===== src/rtl/settings_bus_buffer_if.sv =====
// Settings bus buffer interface: write side, flush, and the valid/ready head
// port. The master modport is the producer/consumer side; slave is the buffer.
interface settings_bus_buffer_if #(
    parameter int DEPTH_LOG2 = 3
);
    logic                  set_stb;
    logic [7:0]            set_addr;
    logic [31:0]           set_data;
    logic                  clear;
    logic                  out_valid;
    logic                  out_ready;
    logic [7:0]            out_addr;
    logic [31:0]           out_data;
    logic [DEPTH_LOG2:0]   fill;
    logic                  overflow;

    modport master (
        output set_stb, set_addr, set_data, clear, out_ready,
        input  out_valid, out_addr, out_data, fill, overflow
    );

    modport slave (
        input  set_stb, set_addr, set_data, clear, out_ready,
        output out_valid, out_addr, out_data, fill, overflow
    );
endinterface


===== src/rtl/settings_bus_buffer.sv =====
// FIFO of {addr, data} settings writes, 2^DEPTH_LOG2 deep, with sticky overflow.
// Ports: wb_clk, wb_rst_n (async low), bus (set_*/clear in; out_* head, fill, overflow).
module settings_bus_buffer #(
    parameter int DEPTH_LOG2 = 3
) (
    input  logic                 wb_clk,
    input  logic                 wb_rst_n,
    settings_bus_buffer_if.slave bus
);
    localparam int DEPTH = 1 << DEPTH_LOG2;

    logic [39:0]           mem [DEPTH];
    logic [DEPTH_LOG2-1:0] wr_ptr;
    logic [DEPTH_LOG2-1:0] rd_ptr;
    logic [DEPTH_LOG2:0]   fill_q;
    logic                  ovf_q;
    logic [39:0]           head;

    logic valid;
    logic full;
    logic pop;
    logic push;
    logic drop;

    assign valid = (fill_q != '0);
    // fill can only reach 2^DEPTH_LOG2 when full, so the top bit is "full"
    assign full  = fill_q[DEPTH_LOG2];
    assign pop   = valid & bus.out_ready & ~bus.clear;
    // a pop in the same cycle frees a slot, so a full queue still accepts
    assign push  = bus.set_stb & ~bus.clear & (~full | pop);
    assign drop  = bus.set_stb & ~bus.clear & ~push;

    always_ff @(posedge wb_clk) begin
        if (push) begin
            mem[wr_ptr] <= {bus.set_addr, bus.set_data};
        end
    end

    always_ff @(posedge wb_clk or negedge wb_rst_n) begin
        if (!wb_rst_n) begin
            wr_ptr <= '0;
            rd_ptr <= '0;
            fill_q <= '0;
            ovf_q  <= 1'b0;
        end else if (bus.clear) begin
            wr_ptr <= '0;
            rd_ptr <= '0;
            fill_q <= '0;
            ovf_q  <= 1'b0;
        end else begin
            if (push) begin
                wr_ptr <= wr_ptr + 1'b1;
            end
            if (pop) begin
                rd_ptr <= rd_ptr + 1'b1;
            end
            unique case (1'b1)
                (push & ~pop): fill_q <= fill_q + (DEPTH_LOG2+1)'(1);
                (pop & ~push): fill_q <= fill_q - (DEPTH_LOG2+1)'(1);
                default:       fill_q <= fill_q;
            endcase
            if (drop) begin
                ovf_q <= 1'b1;
            end
        end
    end

    // outputs derive from pointers and fill only, so unreset storage is masked
    always_comb begin
        head = mem[rd_ptr];
    end

    assign bus.out_valid = valid;
    assign bus.out_addr  = valid ? head[39:32] : 8'h00;
    assign bus.out_data  = valid ? head[31:0] : 32'h0;
    assign bus.fill      = fill_q;
    assign bus.overflow  = ovf_q;
endmodule


===== src/flat_wrapper.sv =====
// flat-port wrapper written by rule: the top's interface ports become plain ports
module settings_bus_buffer_flat 
#(
    parameter int DEPTH_LOG2 = 3
)
  (wb_clk, wb_rst_n, bus_set_stb, bus_set_addr, bus_set_data, bus_clear, bus_out_ready, bus_out_valid, bus_out_addr, bus_out_data, bus_fill, bus_overflow);
  settings_bus_buffer_if #(.DEPTH_LOG2(DEPTH_LOG2)) bus_i ();
  input  logic wb_clk;
  input  logic wb_rst_n;
  input wire logic [$bits(bus_i.set_stb)-1:0] bus_set_stb;
  input wire logic [$bits(bus_i.set_addr)-1:0] bus_set_addr;
  input wire logic [$bits(bus_i.set_data)-1:0] bus_set_data;
  input wire logic [$bits(bus_i.clear)-1:0] bus_clear;
  input wire logic [$bits(bus_i.out_ready)-1:0] bus_out_ready;
  output wire logic [$bits(bus_i.out_valid)-1:0] bus_out_valid;
  output wire logic [$bits(bus_i.out_addr)-1:0] bus_out_addr;
  output wire logic [$bits(bus_i.out_data)-1:0] bus_out_data;
  output wire logic [$bits(bus_i.fill)-1:0] bus_fill;
  output wire logic [$bits(bus_i.overflow)-1:0] bus_overflow;
  assign bus_i.set_stb = bus_set_stb;
  assign bus_i.set_addr = bus_set_addr;
  assign bus_i.set_data = bus_set_data;
  assign bus_i.clear = bus_clear;
  assign bus_i.out_ready = bus_out_ready;
  assign bus_out_valid = bus_i.out_valid;
  assign bus_out_addr = bus_i.out_addr;
  assign bus_out_data = bus_i.out_data;
  assign bus_fill = bus_i.fill;
  assign bus_overflow = bus_i.overflow;
  settings_bus_buffer #(.DEPTH_LOG2(DEPTH_LOG2)) u_core (.wb_clk(wb_clk), .wb_rst_n(wb_rst_n), .bus(bus_i));
endmodule

===== config.mk =====
export PLATFORM = sky130hd
export DESIGN_NAME = settings_bus_buffer_flat
export DESIGN_NICKNAME = d
export VERILOG_FILES = /design/src/rtl/settings_bus_buffer_if.sv /design/src/rtl/settings_bus_buffer.sv /design/src/flat_wrapper.sv
export SDC_FILE = /design/constraint.sdc
export NUM_CORES = 1
export LEC_CHECK = 0
export ABC_AREA = 1
export CAP_MARGIN = 5
export CORE_UTILIZATION = 60
export DETAILED_ROUTE_END_ITERATION = 6
export DONT_BUFFER_PORTS = 1
export PLACE_DENSITY_LB_ADDON = 0.25
export SLEW_MARGIN = 25
export SYNTH_ARGS = -nofsm -noshare
export SYNTH_HDL_FRONTEND = slang
export SYNTH_SLANG_ARGS = --single-unit

===== constraint.sdc =====
create_clock -name wb_clk -period 6.1 [get_ports wb_clk]
set_input_delay 1.22 -clock wb_clk [delete_from_list [all_inputs] [get_ports wb_clk]]
set_output_delay 1.22 -clock wb_clk [all_outputs]
set_load 0.1 [all_outputs]

Word level (Yosys, flattened, before mapping)
Memories as Yosys holds them, arrays and structs flattened.
Index checks and enable logic that the tools add are counted.
W data, S select, Z words.
{"block": "totals", "ff_bits": 11, "ram_bits": 320, "input_bits": 45, "output_inout_bits": 46, "elab_cells": 38, "n_memories": 1}
{"block": "classes", "add_sub_neg": 4, "n_mux": 12, "bitwise": 12, "reduce_logical": 5}
{"memory": "u_core.mem", "words": 8, "width": 40, "rd": 1, "rd_ports_with_merged_regs": 0, "wr": 1, "line": "settings_bus_buffer.sv:12", "rtl": "logic [39:0] mem [DEPTH];"}
{"cell": "$mux W32", "count": 1}
{"cell": "$mux W3", "count": 4}
{"cell": "$mux W8", "count": 1}
{"cell": "$pmux W4 S2", "count": 1}
{"cell": "$and A1 B1 Y1", "count": 7}
{"cell": "$add A3 B1 Y3 const B", "count": 2}
{"cell": "$reduce_bool A2 Y1", "count": 3}
{"cell": "$add A4 B1 Y4 const B", "count": 1}
{"cell": "$mux W1", "count": 4}
{"cell": "$mux W4", "count": 1}
{"cell": "$not A1 Y1", "count": 4}
{"cell": "$reduce_bool A4 Y1", "count": 1}
{"cell": "$sub A4 B1 Y4 const B", "count": 1}
{"cell": "$reduce_bool A3 Y1", "count": 1}
{"cell": "$or A1 B1 Y1", "count": 1}

Longest topological paths before layout
Gate-level depths: netlist of run 1.
{"block": "logic_depth", "depth_word": 9, "mapped_depth": 11, "mapped_depth_nobuf": 11}

Worst setup path after synthesis of run 1
Ideal clock, no wire load.
{"block": "synth_timing", "kind": "register -> output", "start": "register u_core.fill_q[0], in the netlist u_core.bus.fill[0]", "end": "output bus_out_addr[0]", "t_arrival_ns": 4.087, "t_required_ns": 4.880, "path_slack_ns": 0.793, "stages_incl_launch_ff": 6, "n_path_buf": 1, "path_cell_list": "dfrtp_1 -> nor2_1 -> nand2_4 -> clkbuf_1 -> o21ai_0 -> a31oi_1"}
{"block": "synth_between", "elab_chain_len": 2}
{"element": "start, declared", "line": "settings_bus_buffer.sv:15", "rtl": "logic [DEPTH_LOG2:0] fill_q;"}
{"element": "start signal, assigned", "line": "settings_bus_buffer.sv:58", "rtl": "(push & ~pop): fill_q <= fill_q + (DEPTH_LOG2+1)'(1);"}
{"element": "start signal, assigned", "line": "settings_bus_buffer.sv:59", "rtl": "(pop & ~push): fill_q <= fill_q - (DEPTH_LOG2+1)'(1);"}
{"element": "start signal, assigned", "line": "settings_bus_buffer.sv:60", "rtl": "default: fill_q <= fill_q;"}
{"element": "$reduce_bool A4 Y1", "line": "settings_bus_buffer.sv:25", "rtl": "assign valid = (fill_q != '0);"}
{"element": "net bus_out_valid", "line": "flat_wrapper.sv:15", "rtl": "output wire logic [$bits(bus_i.out_valid)-1:0] bus_out_valid;"}
{"element": "$mux W8", "line": "settings_bus_buffer.sv:74", "rtl": "assign bus.out_addr = valid ? head[39:32] : 8'h00;"}
{"element": "end, declared", "line": "flat_wrapper.sv:16", "rtl": "output wire logic [$bits(bus_i.out_addr)-1:0] bus_out_addr;"}
The timed path passes the listed nets, and every way through them passes these cells.

Worst setup path in the final report of run 1
{"block": "layout_timing", "start": "register u_core.rd_ptr[0]", "end": "output bus_out_data[20]"}
{"block": "layout_between", "elab_chain_len": 2}
{"element": "start, declared", "line": "settings_bus_buffer.sv:14", "rtl": "logic [DEPTH_LOG2-1:0] rd_ptr;"}
{"element": "start signal, assigned", "line": "settings_bus_buffer.sv:55", "rtl": "rd_ptr <= rd_ptr + 1'b1;"}
{"element": "$mem_v2 Z8 W40"}
{"element": "$mux W32", "line": "settings_bus_buffer.sv:75", "rtl": "assign bus.out_data = valid ? head[31:0] : 32'h0;"}
{"element": "end, declared", "line": "flat_wrapper.sv:17", "rtl": "output wire logic [$bits(bus_i.out_data)-1:0] bus_out_data;"}
No other way between the ends.

==> results of run 1 <==
-- flip-flops by register name, indices dropped and copies added, names as in the netlist --
signal / flops
u_core.rd_ptr: 3
u_core.bus.fill: 4
u_core.mem: 320
u_core.wr_ptr: 3
u_core.bus.overflow: 1
-- path summary, 6_finish.rpt --
kind | startpoint | end | slack [ns]
worst min register to register | u_core.wr_ptr[0] | u_core.wr_ptr[0] | 0.61
worst max-delay path | u_core.rd_ptr[0] | bus_out_data[20] | 1.33
worst max register to register | u_core.bus.fill[3] | u_core.mem[3][30] | 2.90
min in group wb_clk | u_core.wr_ptr[0] | u_core.wr_ptr[0] | 0.61
worst min-delay path | wb_rst_n | u_core.bus.fill[0] | 0.40
max in group asynchronous | wb_rst_n | u_core.rd_ptr[0] | 5.62
-- cell type report --
cell class	instances	area, um2	area share
clock inverter	17	180	0.0121
timing repair buffer	53	398	0.0266
multi-input combinational	590	3130	0.209
tap	275	344	0.0230
sequential	331	9890	0.661
inverter	13	57.6	0.00385
clock buffer	45	956	0.0639
-- cell usage after synthesis --
cell	number	share of area
o22ai_4	1	0.0015
o21ai_0	175	0.067
clkbuf_1	35	0.010
ha_1	4	0.0038
nor2_2	3	0.0014
nand3_1	3	0.0011
dfrtp_1	11	0.021
nand3b_1	1	0.00058
o21a_1	2	0.0011
inv_2	4	0.0011
nand2_1	25	0.0072
a21boi_4	1	0.0014
a21oi_1	4	0.0015
inv_1	8	0.0023
a31oi_1	40	0.019
buf_2	15	0.0057
nand2_4	1	0.00086
inv_6	1	0.00067
buf_4	6	0.0034
o22ai_1	40	0.019
xnor2_1	1	0.00067
o21ai_1	32	0.012
buf_6	3	0.0026
nand3_4	1	0.0013
nand4_2	1	0.00096
edfxtp_1	320	0.74
clkbuf_2	1	0.00038
buf_1	4	0.0011
nor2_4	1	0.00086
xor2_1	1	0.00067
nor2_1	253	0.073
-- where the power goes --
| part | switching (mW) | internal (mW) |
|---|---|---|
| logic | 2.43 | 0.666 |
| registers | 0.187 | 2.57 |
| clock network | 0.820 | 1.27 |
| total | 3.44 | 4.51 |
-- cell families after synthesis --
group,synth area share
and+or+nand+nor,0.0871
xor gates and xnor gates,0.00134
AOI/OAI and AO/OA,0.123
DFF,0.757
buffers and inverters,0.0275
adders and majority gates,0.00383
-- per-stage QoR --
stage / worst slack, ns / cell area (um2) / util / total power, mW
after floorplan: 0.793 / 13100 / - / 5.19
after global placement: 2.00 / 13800 / 0.653 / 5.86
after detailed placement: 1.91 / 13800 / 0.653 / 5.89
after CTS: 1.36 / 14900 / 0.707 / 7.97
after global routing: 1.13 / 15000 / 0.707 / 8.24
final: 1.33 / 15000 / 0.707 / 7.95
-- per-layer routing --
layer	up-vias	wire (um)	track usage
met5	-	0	0
met1	3969	11200	0.343
met2	343	13600	0.413
met3	65	2020	0.0476
met4	0	783	0.0903
li1	3726	-	-
==> reports/results.txt, run 1 <==
Status: finished clean
Initial antenna violation count: 0
MaxCap Viol Count: 0
Most frequent cells in the layout: edfxtp_1 (320), nor2_1 (245), o21ai_0 (175)
Residual DRC: 0
Avg Cell Area, Syn: 13.1 um2
Reg clk slew, reported paths: 0.06 ns
H-tree depth: 2
Pin count of the biggest net entering global routing: 163
CTS sink count: 331
Crit-path leading delay family: flip-flops
Total Routing Usage GR: 0.253
Power per cell area: 532 nW/um2
Final Setup Violations: 0
CP max FO: 91
Commonest non-fill, non-tap cell in the layout: edfxtp_1
Min cycle time layout: 4.77 ns
Initial Util: 0.617
GRT overflow: 0
PortBufs: 0
Setup crit end kind: output pin
Worst Max-Slew Pin Slew: 1.02 ns
Period utilization: 0.782
Longest Clk Path Bufs: 3
DRT Pass-1 Iters: 5
Synth unique cells: 31
Buf/Inv on CP: 2
Final nets: 1072
CP max stage delay: 1.08 ns
CP Data Required Time: 4.88 ns
Initial drt markers: 725
Final number of hold-violating endpoints: 0
Fillers: 1393
Setup Buffers After CTS: 0
Mapped Nets: 1047
Synthesized flop and latch total: 331
Via/cell ratio: 6.12
Critical Path AT: 3.55 ns
Final hold slack: 0.397 ns
R2R depth: 5
Total negative setup slack: 0 ns
TritonCTS clock tree: done
Clock buffer count from CTS: 34
Critical path depth: 6
Routability congestion estimate: 0.800
Slowest-stage cell, CP: dfrtp_4
Fraction of layout cells with a size suffix above 1: 0.156
Seq/Total Area, Yosys: 0.757
Peak supply drop: 459 uV
Slew Limit Fails: 0
Relative slew slack: 0.317
Worst hold path type: input pin to async pin
Post-route ant nets: 0
Post-DP HPWL: 13800 um
Highest achievable clock rate: 210 MHz
PostCTS Resize Cnt: 0
Area Overhead vs Synth: 14.5%
Via Count: 8103
Ports: 91
Leakage: 4.94 nW
Post-Layout Cell Count: 1324
Die Wd: 150 um
Vias in the first global route: 7684
Placed Cells: 1262
Row cnt: 53
ANT cells: 0
First-pass GRT wire length: 42200 um
Chip height: 150 um
CTS hold repair buffers: 0
Mapped Area: 13100 um2
Worst-skew pair later-pin latency: 0.51 ns
Skew final: 0.0122 ns
CP Class: flop to output pin
Routed WL: 27600 um
Worst-path cell chain: buf_4 > o21ai_0 > o22ai_1 > o21ai_0 > a31oi_2 > buf_4
Synth Warn #: 0
Die ar.: 22400 um2
Wire length per cell: 20.9 um
Cells after Synth: 998
Clock Tree Root: clkbuf_16
Core ar.: 21200 um2
RSZ-0062 raised after global routing: false
Setup crit start kind: flop
No activity file was read; power rests on OpenSTA's default activity.
==> run 2: changes to the inputs <==
- clock period: 6.1 -> 4.8 ns (I/O delays scaled with it)
==> run 2 against run 1 <==
Compared with the run above:
- via count shrank 2.5%
- sequential share of layout area up 0.32 points
- final cell count increased by 0.30%
- sequential power is 24% higher
- global-route usage fell by 1.3 points
- power up 24%
- cell area fell by 0.48%
- critical path type unchanged
- core utilization down 0.34 points
- critical path depth unchanged
- hold slack got worse by 0.31 ns
- register-to-register slack got worse by 1.2 ns
==> reports/results.txt, run 2 (synthesized netlist as in run 1, its figures left out) <==
Final core occ: 0.703
Comb power frac: 0.411
Status: finished clean
Setup crit end kind: output pin
Reg clk slew, reported paths: 0.06 ns
Longest Clk Path Bufs: 3
Routed WL: 26500 um
Final instance area: 14900 um2
Vias in the first global route: 7585
Internal power: 5.53 mW
DRT Pass-1 Iters: 5
Final nets: 1077
Ports: 91
Via/cell ratio: 5.95
H-tree depth: 1
GRT overflow: 0
RSZ-0062 raised after global routing: false
Seq pwr share: 0.346
Residual DRC: 0
TritonCTS clock tree: done
Pin count of the biggest net entering global routing: 146
Clock buffer count from CTS: 31
Most frequent cells in the layout: edfxtp_1 (320), nor2_1 (245), o21ai_0 (175)
Relative slew slack: 0.312
Highest achievable clock rate: 244 MHz
Initial Util: 0.617
Initial antenna violation count: 0
Die Wd: 150 um
Clock Tree Root: clkbuf_16
Routability congestion estimate: 0.801
Fraction of layout cells with a size suffix above 1: 0.161
MaxCap Viol Count: 0
Via Count: 7903
PostCTS Resize Cnt: 0
Critical Path AT: 3.14 ns
ANT cells: 0
Clock share of power: 0.243
Period utilization: 0.854
CP Class: flop to output pin
CTS sink count: 331
Area Overhead vs Synth: 13.9%
First-pass GRT wire length: 40500 um
Max reg flops: 320
Post-route ant nets: 0
Initial drt markers: 698
Row cnt: 53
Final number of hold-violating endpoints: 0
Post-DP HPWL: 14000 um
Skew final: 0.0174 ns
CTS hold repair buffers: 0
Placed Area: 13900 um2
Worst-skew pair later-pin latency: 0.56 ns
Die ar.: 22400 um2
PortBufs: 0
Sw power: 4.32 mW
Power per cell area: 662 nW/um2
Slew Limit Fails: 0
Worst hold path type: input pin to async pin
Fillers: 1363
Setup crit start kind: flop
Total Routing Usage GR: 0.240
Worst Max-Slew Pin Slew: 1.03 ns
Leakage: 4.91 nW
CP Data Required Time: 3.84 ns
Setup Buffers After CTS: 0
Top reg by flops: u_core.mem
Core ar.: 21200 um2
Switching Share: 0.438
Min cycle time layout: 4.10 ns
Commonest non-fill, non-tap cell in the layout: edfxtp_1
Total negative setup slack: 0 ns
Peak supply drop: 645 uV
Wire length per cell: 19.9 um
Final Setup Violations: 0
Chip height: 150 um
CP max FO: 45
## run 2: cell types whose count changed in the layout (fill, tap and decap cells not counted), sizes merged
cell,delta
clkbuf,-12
buf,+8
clkinv,+6
clkinvlp,+2
## run 2: cell type report
type,instances,area [um2],share of cell area
clock buffer,33,783,0.0526
clock inverter,25,224,0.0151
inverter,13,55.1,0.00370
multi-input combinational,590,3130,0.210
sequential,331,9890,0.665
tap,275,344,0.0231
timing repair buffer,61,458,0.0308
## run 2: path summary, 6_finish.rpt
kind,from,endpoint,slack (ns),cells after the start
min in group wb_clk,bus_clear,u_core.bus.overflow,0.47,1
max in group asynchronous,wb_rst_n,u_core.rd_ptr[0],4.63,0
min reg2reg,u_core.wr_ptr[0],u_core.wr_ptr[0],0.60,2
max,u_core.bus.fill[0],bus_out_data[18],0.70,6
min,wb_rst_n,u_core.wr_ptr[2],0.09,0
max reg2reg,u_core.bus.fill[3],u_core.mem[5][27],1.75,5
## run 2: worst max-delay path, cell delays in order, from the launching register on
cell and delay, ns:
dfrtp_1 0.93, buf_4 0.27, nor2_1 0.07, nand2_4 0.47, o21ai_0 0.25, a31oi_2 0.26
buf_4 0.33
## run 2: power by group through the flow
stage | clock [mW] | combinational, mW | sequential [mW]
6_report | 2.40 | 4.04 | 3.41
5_1_grt | 2.52 | 4.28 | 3.42
4_1_cts | 2.42 | 4.06 | 3.41
3_5_place_dp | 0 | 4.05 | 3.47
3_3_place_gp | 0 | 4.01 | 3.47
2_1_floorplan | 0 | 3.17 | 3.47
## run 2: through the flow
stage	setup WS [ns]	hold WS, ns	std cells	total power, mW
floorplan	0.257	0.551	998	6.64
global placement	1.34	0.579	1270	7.47
detailed placement	1.29	0.590	1270	7.52
CTS	0.714	0.0707	1328	9.90
global route	0.565	0.0726	1328	10.2
finish	0.699	0.0904	1328	9.85
## run 2: per-layer routing
layer  wire length [um]  GRT usage
met1              10300      0.306
met2              13600      0.418
met3               1970     0.0466
met4                561     0.0714
met5                  0          0
==> run 3: changes to the inputs <==
- RECOVER_POWER: not set -> 100
==> run 3 against run 2 <==
Compared with the run above:
- the flow now finishes with violations (capacitance limit, slew limit)
- fmax decreased by 5.0%
- register-to-register slack got worse by 1.1 ns
- clock skew increased by 0.0043 ns
- sequential cell count unchanged
- non-clock buffer count unchanged
- clock power about the same
- combinational power decreased by 4%
- power decreased by 1.7%
- sequential power about the same
- die area unchanged
- global-route usage unchanged
- core utilization decreased by 1.0 points
- critical path type unchanged
- largest cell class unchanged
- highest routed layer unchanged
==> reports/results.txt, run 3 (synthesized netlist as in run 1, its figures left out) <==
Status: finished with violations
Failing checks: capacitance limit, slew limit
Setup Buffers After CTS: 0
Period utilization: 0.899
Setup crit end kind: output pin
Ports: 91
CTS hold repair buffers: 0
Final nets: 1077
RSZ-0062 raised after global routing: false
Total Routing Usage GR: 0.240
Fillers: 1399
Most frequent cells in the layout: edfxtp_1 (320), nor2_1 (253), o21ai_0 (175)
Relative slew slack: -0.540
Commonest non-fill, non-tap cell in the layout: edfxtp_1
Worst Setup EP: bus_out_data[18]
First-pass GRT wire length: 40500 um
Final Setup Violations: 0
CP startpoint: u_core.rd_ptr[0]
Wire length per cell: 19.9 um
Most frequent CP cell: o21ai_0
Power per cell area: 661 nW/um2
Setup crit start kind: flop
PortBufs: 0
Initial drt markers: 649
Die ar.: 22400 um2
CP max FO: 70
Skew final: 0.0217 ns
R2r setup slk: 0.67 ns
Highest achievable clock rate: 232 MHz
Fraction of layout cells with a size suffix above 1: 0.147
Slowest-stage cell, CP: dfrtp_2
Vias in the first global route: 7585
PostCTS Resize Cnt: 0
Worst r2r dst: u_core.mem[6][0]
CTS sink count: 331
MaxCap Viol Count: 7
Post-route ant nets: 0
Final number of hold-violating endpoints: 0
Slew Limit Fails: 130
R2R Path Start: u_core.bus.fill[3]
Initial Util: 0.617
Place WS: 1.29 ns
Crit-path leading delay family: buffers and inverters
Leakage: 4.86 nW
Row cnt: 53
Pin count of the biggest net entering global routing: 146
Longest Clk Path Bufs: 3
Pwr Total: 9.69 mW
Max reg flops: 320
Top reg by flops: u_core.mem
Initial antenna violation count: 0
DRT Pass-1 Iters: 5
Post-DP HPWL: 14000 um
Residual DRC: 0
Worst-skew pair later-pin latency: 0.56 ns
Min cycle time layout: 4.32 ns
Die Wd: 150 um
Clock buffer count from CTS: 31
R2R depth: 5
Area Overhead vs Synth: 12.3%
Clock Tree Root: clkbuf_16
ANT cells: 0
Worst Max-Slew Pin Slew: 2.30 ns
Worst hold path type: input pin to async pin
CP Data Required Time: 3.84 ns
Routed WL: 26400 um
Setup WS post-layout: 0.485 ns
H-tree depth: 1
Peak supply drop: 625 uV
Final core occ: 0.693
Core ar.: 21200 um2
Reg clk slew, reported paths: 0.06 ns
CP max stage delay: 0.83 ns
Chip height: 150 um
Footprint of the multi-input gates: 3020 um2
Total negative setup slack: 0 ns
Critical path depth: 6
Buf/Inv on CP: 2
TritonCTS clock tree: done
CP Class: flop to output pin
Critical Path AT: 3.36 ns
Via Count: 7951
GRT overflow: 0
Routability congestion estimate: 0.801
Worst-path cell chain: buf_4 > o21ai_0 > o22ai_1 > o21ai_0 > a31oi_2 > clkbuf_2
Register area: 9890 um2
Via/cell ratio: 5.99
[run 3: changes by cell type in the layout (fill, tap and decap cells not counted), moves of 3 or more]
| cell | previous run | this run |
|---|---|---|
| buf_4 | 61 | 19 |
| clkbuf_2 | 0 | 39 |
| nor2_1 | 245 | 253 |
| nor2_4 | 9 | 1 |
| clkbuf_1 | 2 | 5 |
[run 3: cell type report]
class                      instances  share of cell area
clock buffer                      33              0.0534
clock inverter                    25              0.0153
inverter                          13             0.00375
multi-input combinational        590               0.206
sequential                       331               0.674
tap                              275              0.0235
timing repair buffer              61              0.0238
[run 3: worst reg2reg max path, delay by kind of cell (launching register included)]
kind                   cells  cell delay, ns
AND/OR/NAND/NOR            3            1.86
AO/OA/AOI/OAI              1            0.38
buffers and inverters      1            0.76
flip-flops                 1            0.78
[run 3: metrics by stage]
step | instances | instance area [um2] | hold slack, ns
after floorplan | 998 | 13100 | 0.551
after global placement | 1270 | 13900 | 0.579
after detailed placement | 1270 | 13900 | 0.590
after CTS | 1328 | 14900 | 0.0707
after global routing | 1328 | 14700 | 0.0726
final | 1328 | 14700 | 0.0889
[run 3: report_power, final]
part	internal, mW	total, mW	switching [mW]
sequential	3.27	3.41	0.136
combinational	0.728	3.88	3.15
clock	1.39	2.40	1.01
[run 3: worst min path at each step]
stage	from	to	slack [ns]	cells past startpoint
after global routing	wb_rst_n	u_core.bus.fill[1]	0.07	0
final	wb_rst_n	u_core.wr_ptr[2]	0.09	0
after detailed placement	u_core.wr_ptr[0]	u_core.wr_ptr[0]	0.59	2
after global placement	u_core.wr_ptr[0]	u_core.wr_ptr[0]	0.58	2
after floorplan	u_core.wr_ptr[0]	u_core.wr_ptr[0]	0.55	2
after CTS	wb_rst_n	u_core.bus.fill[1]	0.07	0
[run 3: metal layers]
layer	track usage	wire length [um]	up-vias
met3	0.0466	1990	49
met2	0.418	13600	287
met5	0	0	-
met4	0.0714	567	0
li1	-	-	3730
met1	0.306	10200	3885
